File: src/rtl/imem_arb_pkg.sv
// Shared types and defaults for the instruction-memory port arbiter.
package imem_arb_pkg;

    // Arbiter ownership phases: normal fetch traffic, hand-over, loader-owned.
    typedef enum logic [1:0] {
        RUN   = 2'd0,
        DRAIN = 2'd1,
        LOAD  = 2'd2
    } arb_state_t;

    // Which requester the read data returning next cycle belongs to.
    typedef enum logic [1:0] {
        OWN_NONE = 2'd0,
        OWN_IF   = 2'd1,
        OWN_LD   = 2'd2
    } rsp_owner_t;

    // Denied loader cycles in RUN before the loader is forced through once.
    localparam int STARVE_MAX_DEFAULT = 4;

endpackage

File: src/rtl/imem_port_arbiter.sv
// Shares the single imem BRAM port between the IF stage and the UART
// loader/debug port. The loader can lock the port to rewrite program memory.
module imem_port_arbiter
    import imem_arb_pkg::*;
#(
    parameter int ADDR_W     = 11,
    parameter int DATA_W     = 32,
    parameter int STARVE_MAX = STARVE_MAX_DEFAULT
) (
    input  logic              clk,
    input  logic              rst_n,
    input  logic              if_req,
    input  logic [ADDR_W-1:0] if_addr,
    output logic              if_gnt,
    output logic              if_rvalid,
    output logic [DATA_W-1:0] if_rdata,
    input  logic              ld_lock,
    input  logic              ld_req,
    input  logic              ld_we,
    input  logic [ADDR_W-1:0] ld_addr,
    input  logic [DATA_W-1:0] ld_wdata,
    output logic              ld_gnt,
    output logic              ld_rvalid,
    output logic [DATA_W-1:0] ld_rdata,
    output logic              ld_locked,
    output logic              mem_ena,
    output logic              mem_wea,
    output logic [ADDR_W-1:0] mem_addra,
    output logic [DATA_W-1:0] mem_dina,
    input  logic [DATA_W-1:0] mem_douta
);

    localparam int CNT_W = $clog2(STARVE_MAX + 1);
    localparam logic [CNT_W-1:0] STARVE_LIM = CNT_W'(STARVE_MAX);

    arb_state_t       state;
    rsp_owner_t       rsp_owner;
    logic [CNT_W-1:0] starve_cnt;
    logic             starve_hit;

    assign starve_hit = (starve_cnt == STARVE_LIM);

    // Grant selection and BRAM port muxing; everything is held at zero during reset.
    always_comb begin
        if_gnt    = 1'b0;
        ld_gnt    = 1'b0;
        mem_ena   = 1'b0;
        mem_wea   = 1'b0;
        mem_addra = '0;
        mem_dina  = '0;
        if (rst_n) begin
            case (state)
                RUN: begin
                    if (ld_req && starve_hit) begin
                        ld_gnt = 1'b1;
                    end else if (if_req) begin
                        if_gnt = 1'b1;
                    end else if (ld_req) begin
                        ld_gnt = 1'b1;
                    end
                end
                DRAIN: begin
                end
                LOAD: begin
                    ld_gnt = ld_req;
                end
                default: begin
                end
            endcase
        end
        mem_ena = if_gnt | ld_gnt;
        mem_wea = ld_gnt & ld_we;
        if (if_gnt) begin
            mem_addra = if_addr;
        end else if (ld_gnt) begin
            mem_addra = ld_addr;
            mem_dina  = ld_wdata;
        end
    end

    // Ownership FSM, loader starvation counter and read-response tracker.
    always_ff @(posedge clk) begin
        if (!rst_n) begin
            state      <= RUN;
            starve_cnt <= '0;
            rsp_owner  <= OWN_NONE;
        end else begin
            if (if_gnt) begin
                rsp_owner <= OWN_IF;
            end else if (ld_gnt && !ld_we) begin
                rsp_owner <= OWN_LD;
            end else begin
                rsp_owner <= OWN_NONE;
            end

            case (state)
                RUN: begin
                    if (ld_req && !ld_gnt) begin
                        if (!starve_hit) begin
                            starve_cnt <= starve_cnt + 1'b1;
                        end
                    end else begin
                        starve_cnt <= '0;
                    end
                    if (ld_lock) begin
                        state <= DRAIN;
                    end
                end
                DRAIN: begin
                    // No grants here, so a read granted on the way in returns
                    // during this cycle and nothing is left in flight afterwards.
                    starve_cnt <= '0;
                    state      <= LOAD;
                end
                LOAD: begin
                    starve_cnt <= '0;
                    if (!ld_lock) begin
                        state <= RUN;
                    end
                end
                default: begin
                    starve_cnt <= '0;
                    state      <= RUN;
                end
            endcase
        end
    end

    assign if_rvalid = rst_n && (rsp_owner == OWN_IF);
    assign ld_rvalid = rst_n && (rsp_owner == OWN_LD);
    assign if_rdata  = mem_douta;
    assign ld_rdata  = mem_douta;
    assign ld_locked = (state == LOAD);

endmodule

File: config.mk
export PLATFORM = sky130hd
export DESIGN_NAME = imem_port_arbiter
export DESIGN_NICKNAME = d
export VERILOG_FILES = /design/src/rtl/imem_arb_pkg.sv /design/src/rtl/imem_port_arbiter.sv
export SDC_FILE = /design/constraint.sdc
export NUM_CORES = 1
export LEC_CHECK = 0
export CAP_MARGIN = 25
export CORE_AREA = 8 8 74 76
export CTS_CLUSTER_DIAMETER = 30
export DETAILED_ROUTE_END_ITERATION = 12
export DIE_AREA = 0 0 82 84
export DONT_BUFFER_PORTS = 1
export SETUP_SLACK_MARGIN = 0.05
export SLEW_MARGIN = 10
export SYNTH_ARGS = -nofsm -noshare
export SYNTH_HDL_FRONTEND = slang
export SYNTH_SLANG_ARGS = --single-unit
File: constraint.sdc
create_clock -name clk -period 1.85 [get_ports clk]
set_input_delay 0.2775 -clock clk [delete_from_list [all_inputs] [get_ports clk]]
set_output_delay 0.2775 -clock clk [all_outputs]
set_load 0.005 [all_outputs]
# Word level (Yosys, flattened, before mapping)
# Cells that the tools add are included.
dict set report word_totals {
  register_bits 7
  inputBits 92
  out_inout_bits 114
  word_cells 44
}
dict set report classes {
  addsub 1
  eq_ne 7
  n_mux 18
  bitwise_logic 3
  reduce_logical 11
}
# cell n
set ops {}
lappend ops {{$mux 32} 2}
lappend ops {{$mux 11} 2}
lappend ops {{$mux 1} 9}
lappend ops {{$mux 2} 3}
lappend ops {{$pmux 2 s3} 1}
lappend ops {{$logic_and 1x1->1} 5}
lappend ops {{$eq 2x1->1 const B} 2}
lappend ops {{$eq 2x2->1 const B} 2}
lappend ops {{$ne 2x2->1 const B} 2}
lappend ops {{$add 3x1->3 const B} 1}
lappend ops {{$eq 3x3->1 const B} 1}
lappend ops {{$reduce_and 3->1} 1}
lappend ops {{$logic_not 1->1} 2}
lappend ops {{$logic_not 2->1} 1}
lappend ops {{$pmux 1 s2} 1}
lappend ops {{$reduce_and 2->1} 1}
lappend ops {{$reduce_or 2->1} 1}
lappend ops {{$and 1x1->1} 1}
lappend ops {{$not 1->1} 1}
lappend ops {{$or 1x1->1} 1}

# Longest topological paths before layout
# Gate-level depths: netlist (run 1).
dict set report depth {
  word_depth 8
  depth_mapped 6
  mapped_depth_nobuf 5
}

# Worst setup path before layout (run 1)
# Ideal clock, no wire load.
dict set report synth_timing {
  path_kind {register -> output}
  startpoint {reg starve_cnt[0]}
  endpoint {out mem_dina[15]}
  arrival_time_ps 1246
  t_required_ps 1572
  path_slack_ps 327
  path_stages_with_launch 7
  n_path_buf 1
  cell_sequence {dfxtp_1 inv_1 ha_1 nand2_1 a211oi_4 buf_6 and2_1}
}
dict set report synth_via {
  elab_chain_len 7
  elab_cells_between_ends 10
  classes_between {1 x eq/ne; 8 x mux; 1 x reduce/logical}
}
# element line_no
set synth_rtl {}
lappend synth_rtl {{from (decl)} imem_port_arbiter.sv:38} ;# logic [CNT_W-1:0] starve_cnt;
lappend synth_rtl {{from (signal assigned)} imem_port_arbiter.sv:100} ;# starve_cnt <= starve_cnt + 1'b1;
lappend synth_rtl {{$eq 3x3->1} imem_port_arbiter.sv:41} ;# assign starve_hit = (starve_cnt == STARVE_LIM);
lappend synth_rtl {{$logic_and 1x1->1} imem_port_arbiter.sv:54} ;# if (ld_req && starve_hit) begin
lappend synth_rtl {{$mux 1} imem_port_arbiter.sv:54}
lappend synth_rtl {{$pmux 1 s2} imem_port_arbiter.sv:52} ;# case (state)
lappend synth_rtl {{$mux 1} imem_port_arbiter.sv:51} ;# if (rst_n) begin
lappend synth_rtl {{net ld_gnt} imem_port_arbiter.sv:22} ;# output logic ld_gnt,
lappend synth_rtl {{$mux 32} imem_port_arbiter.sv:75} ;# end else if (ld_gnt) begin
lappend synth_rtl {{$mux 32} imem_port_arbiter.sv:73} ;# if (if_gnt) begin
lappend synth_rtl {{to (decl)} imem_port_arbiter.sv:29} ;# output logic [DATA_W-1:0] mem_dina,
# The timed path passes the listed nets, and every way through them passes these cells.

# Worst setup path after layout (run 1)
dict set report layout_timing {
  startpoint {reg starve_cnt[0]}
  endpoint {out mem_dina[30]}
}
dict set report layout_via {
  elab_chain_len 7
  elab_cells_between_ends 10
  classes_between {1 x eq/ne; 8 x mux; 1 x reduce/logical}
}
# element line_no
set layout_rtl {}
lappend layout_rtl {{$eq 3x3->1 (*)} imem_port_arbiter.sv:41}
lappend layout_rtl {{$logic_and 1x1->1 (*)} imem_port_arbiter.sv:54}
lappend layout_rtl {{$mux 1} imem_port_arbiter.sv:54}
lappend layout_rtl {{$pmux 1 s2} imem_port_arbiter.sv:52}
lappend layout_rtl {{$mux 1} imem_port_arbiter.sv:51}
lappend layout_rtl {{$mux 32} imem_port_arbiter.sv:75}
lappend layout_rtl {{$mux 32 (*)} imem_port_arbiter.sv:73}
# Mark *: on every way between the ends. The rest lies on a longest branch, timed or not.

==> qor.txt, run 1 <==
========================================================================================================
Synthesized netlist cell count                                                                       176
Final routed wire length divided by cell count                                                   24.9 um
Clock insertion delay at the later pin of the skew report                                        0.22 ns
Critical Path Sink Type                                                                     primary output
Library cells used by synthesis                                                                       25
Fin nets                                                                                             214
Library cell used as clock root buffer                                                          clkbuf_8
Floorplan die width                                                                                82 um
Post-Synthesis Mean Instance Area                                                              7.07 um^2
Worst path arrival time                                                                          1.53 ns
Pins over their slew limit                                                                             0
Core area                                                                                      4260 um^2
Vias in the first global route                                                                       923
Largest net degree at the start of global routing                                                     35
Area of the die                                                                                6890 um^2
Initial core utilization                                                                           29.2%
Average via count per standard cell                                                                 5.15
Clock skew after layout                                                                       0.00210 ns
Gpl congestion                                                                                     0.797
Port buffer count                                                                                      0
Pwr dens                                                                                     512 nW/um^2
Total inserted antenna cells                                                                           0
TritonCTS clock tree                                                                                 yes
Setup Viol. Count Final                                                                                0
Filler-free cell count of the finished design                                                        171
Nets in the synthesized netlist                                                                      270
Total number of clock tree sinks                                                                       7
FMAX                                                                                           0.554 GHz
Post-synthesis sequential area ratio                                                               11.3%
GRT Overall Usage                                                                                  9.68%
Maximum level of the CTS H-tree                                                                        1
Detailed-route wire length                                                                       4260 um
Number of hold violations in the final report                                                          0
DRC violations left                                                                                    0
1st-iter DRT viols                                                                                     7
Transition time at the pin with the least slew margin                                           0.253 ns
Clock period minus final worst setup slack                                                       1.80 ns
RSZ-0062 raised after global routing                                                                true
Top-Level Pins                                                                                       206
Sort of element at the start of the critical path                                              flip-flop
Deepest clock path buffer count                                                                        2
Max IR drop VDD                                                                                 0.135 mV
Number of vias in the routed layout                                                                  881
First-pass GRT wire length                                                                       4940 um
Area of the mapped netlist                                                                     1240 um^2
Hold buffer count at CTS                                                                               0
Share of final-layout standard cells stronger than drive strength 1                                39.5%
Ys Warns                                                                                               0
CP max stage cell                                                                                dfxtp_1
Largest fanout of any net on the critical path                                                         8
Tightest slew margin relative to the limit                                                         83.1%
Total iterations of the first detailed-routing run                                                     4
Antenna Violating Nets Remaining                                                                       0
Run status                                                                                  complete, no violations
Maximum single-stage delay on the critical path                                                  0.32 ns
Antenna violations before repair                                                                       0
Tcrit/Tclk final                                                                                   97.5%
Data required time of the worst path                                                             1.57 ns
CTS buffer count                                                                                       3
Placed Cells incl. Taps                                                                              160
Post-CTS clock slew at the launch and capture registers of the worst setup and hold paths        0.04 ns
Number of max-capacitance violations reported                                                          0
Type of the worst setup path                                                                flip-flop to primary output
LEAKAGE                                                                                         0.424 nW
Area of placed instances                                                                        810 um^2
Hold Path Class                                                                             primary input to flip-flop
Detailed placer's ending HPWL                                                                    3470 um
Kind of cell with the highest combined delay on the critical path                           buffers and inverters
Cells traversed along the worst timing path                                                 inv_2 > ha_4 > nand2_4 > a211oi_4 > buf_6 > clkbuf_16 > and2_4
Register bit count reported by yosys                                                                   7
Congestion Overflow GR                                                                                 0
Final Cell Area                                                                                1040 um^2
Core Rows                                                                                             24
Die boundary height                                                                                84 um
Buf+Inv Stages, Crit Path                                                                              3
Area overhead of the layout relative to synthesis                                                 -16.5%
========================================================================================================
## worst register-to-register path: stages (launching register included)
cell	delay, ns
dfxtp_1	0.32
inv_2	0.07
ha_4	0.14
nand2_4	0.06
buf_4	0.13
a21o_2	0.26
nor3_1	0.15
## final timing paths
check	startpoint	end	slack (ns)	depth (start not counted)
hold reg to reg	starve_cnt[0]	starve_cnt[0]	0.46	1
hold / removal	ld_we	rsp_owner[1]	0.13	1
setup / recovery	starve_cnt[0]	mem_dina[30]	0.05	7
setup reg to reg	starve_cnt[0]	rsp_owner[1]	0.65	6
## per-layer routing
layer	track usage (%)	wire length, um	part of all wire, %
met4	8.31	180	4.2
met2	17.7	2110	50
met3	5.28	810	19
met5	0	0	0
met1	6.55	1160	27
## what timing repair did
item | 4_1_cts | 5_1_grt
resized for setup | 1 | 34
setup endpoints to repair | 44 | 45
buffers inserted | 0 | 4
gates cloned | 0 | 3
pin swaps | 0 | 18
## metrics by stage
step,setup slack [ns],util (%),total power [W],setup TNS [ns],hold WS (ns)
6_report,0.0465,24.4,0.000531,0,0.132
5_1_grt,-0.00850,24.4,0.000564,-0.101,0.123
4_1_cts,0.0268,20.1,0.000507,0,0.124
3_5_place_dp,0.240,19.0,0.000290,0,0.361
3_3_place_gp,0.290,19.0,0.000289,0,0.362
2_1_floorplan,0.327,-,0.000377,0,0.357
## cell usage in the layout, fill, tap and decap left out
cell type,instances
a21oi_1,2
o21ai_0,1
o22ai_1,11
ha_1,1
nand2_1,23
nand2b_1,1
clkbuf_1,1
nor2b_2,1
inv_2,2
clkbuf_16,2
nor3_1,1
buf_6,3
nor2b_1,3
a21o_2,1
nor3b_1,1
clkbuf_8,3
nand2b_4,1
and2_4,25
dfxtp_1,6
and2_1,8
nand4_1,1
nand2_4,1
nor4_1,1
mux2i_1,1
and2b_1,1
buf_12,1
nor2_1,6
dfxtp_2,1
ha_4,1
and3b_1,1
buf_4,4
a211oi_4,1
inv_1,2
## power by group
part / leakage, nW / internal [W] / switching, W / total (W)
combinational: 0.344 / 0.0000765 / 0.0000834 / 0.000160
clock: 0.0228 / 0.000149 / 0.0000607 / 0.000209
sequential: 0.0577 / 0.000158 / 0.00000443 / 0.000162
## flip-flops by register name, indices dropped and copies added (netlist names)
name        flops
rsp_owner       2
starve_cnt      3
state           2
## Yosys cell counts (all sizes together)
cell	instances	area share (%)
buf	71	43
and2	33	17
nand2	24	7.2
o22ai	11	5.5
dfxtp	7	11
nor2	6	1.8
inv	4	1.2
nor2b	4	2.2
a21oi	2	0.80
ha	2	2.0
nand2b	2	1.6
a211oi	1	1.6
a21o	1	0.60
and2b	1	0.60
and3b	1	0.70
mux2i	1	0.80
nand4	1	0.50
nor3	1	0.40
nor3b	1	0.60
nor4	1	0.50
o21ai	1	0.40
## layout make-up
cell class              instances  area, um^2
repair buffers                 10         134
multi-input cells              94         638
clock buffers                   4        45.0
well taps                      52        65.1
flip-flops and latches          7         141
fillers                       471        3230
inverters                       4        15.0
## kinds of logic after synthesis
group	synth area share, %
buf+inv	44.2
fa+ha+maj	2.01
simple gates	32.8
flops	11.3
compound gates	8.95
mux	0.805
Note: power is estimated with default switching activity, not from simulation.
==> run 2: changes to the inputs <==
--- a/config.mk
+++ b/config.mk
@@ -5,7 +5,6 @@
 export SDC_FILE = /design/constraint.sdc
 export NUM_CORES = 1
 export LEC_CHECK = 0
-export CAP_MARGIN = 25
 export CORE_AREA = 8 8 74 76
 export CTS_CLUSTER_DIAMETER = 30
 export DETAILED_ROUTE_END_ITERATION = 12
==> results of run 2 <==
The final DEF is identical to that of run 1; final timing and power are the same.
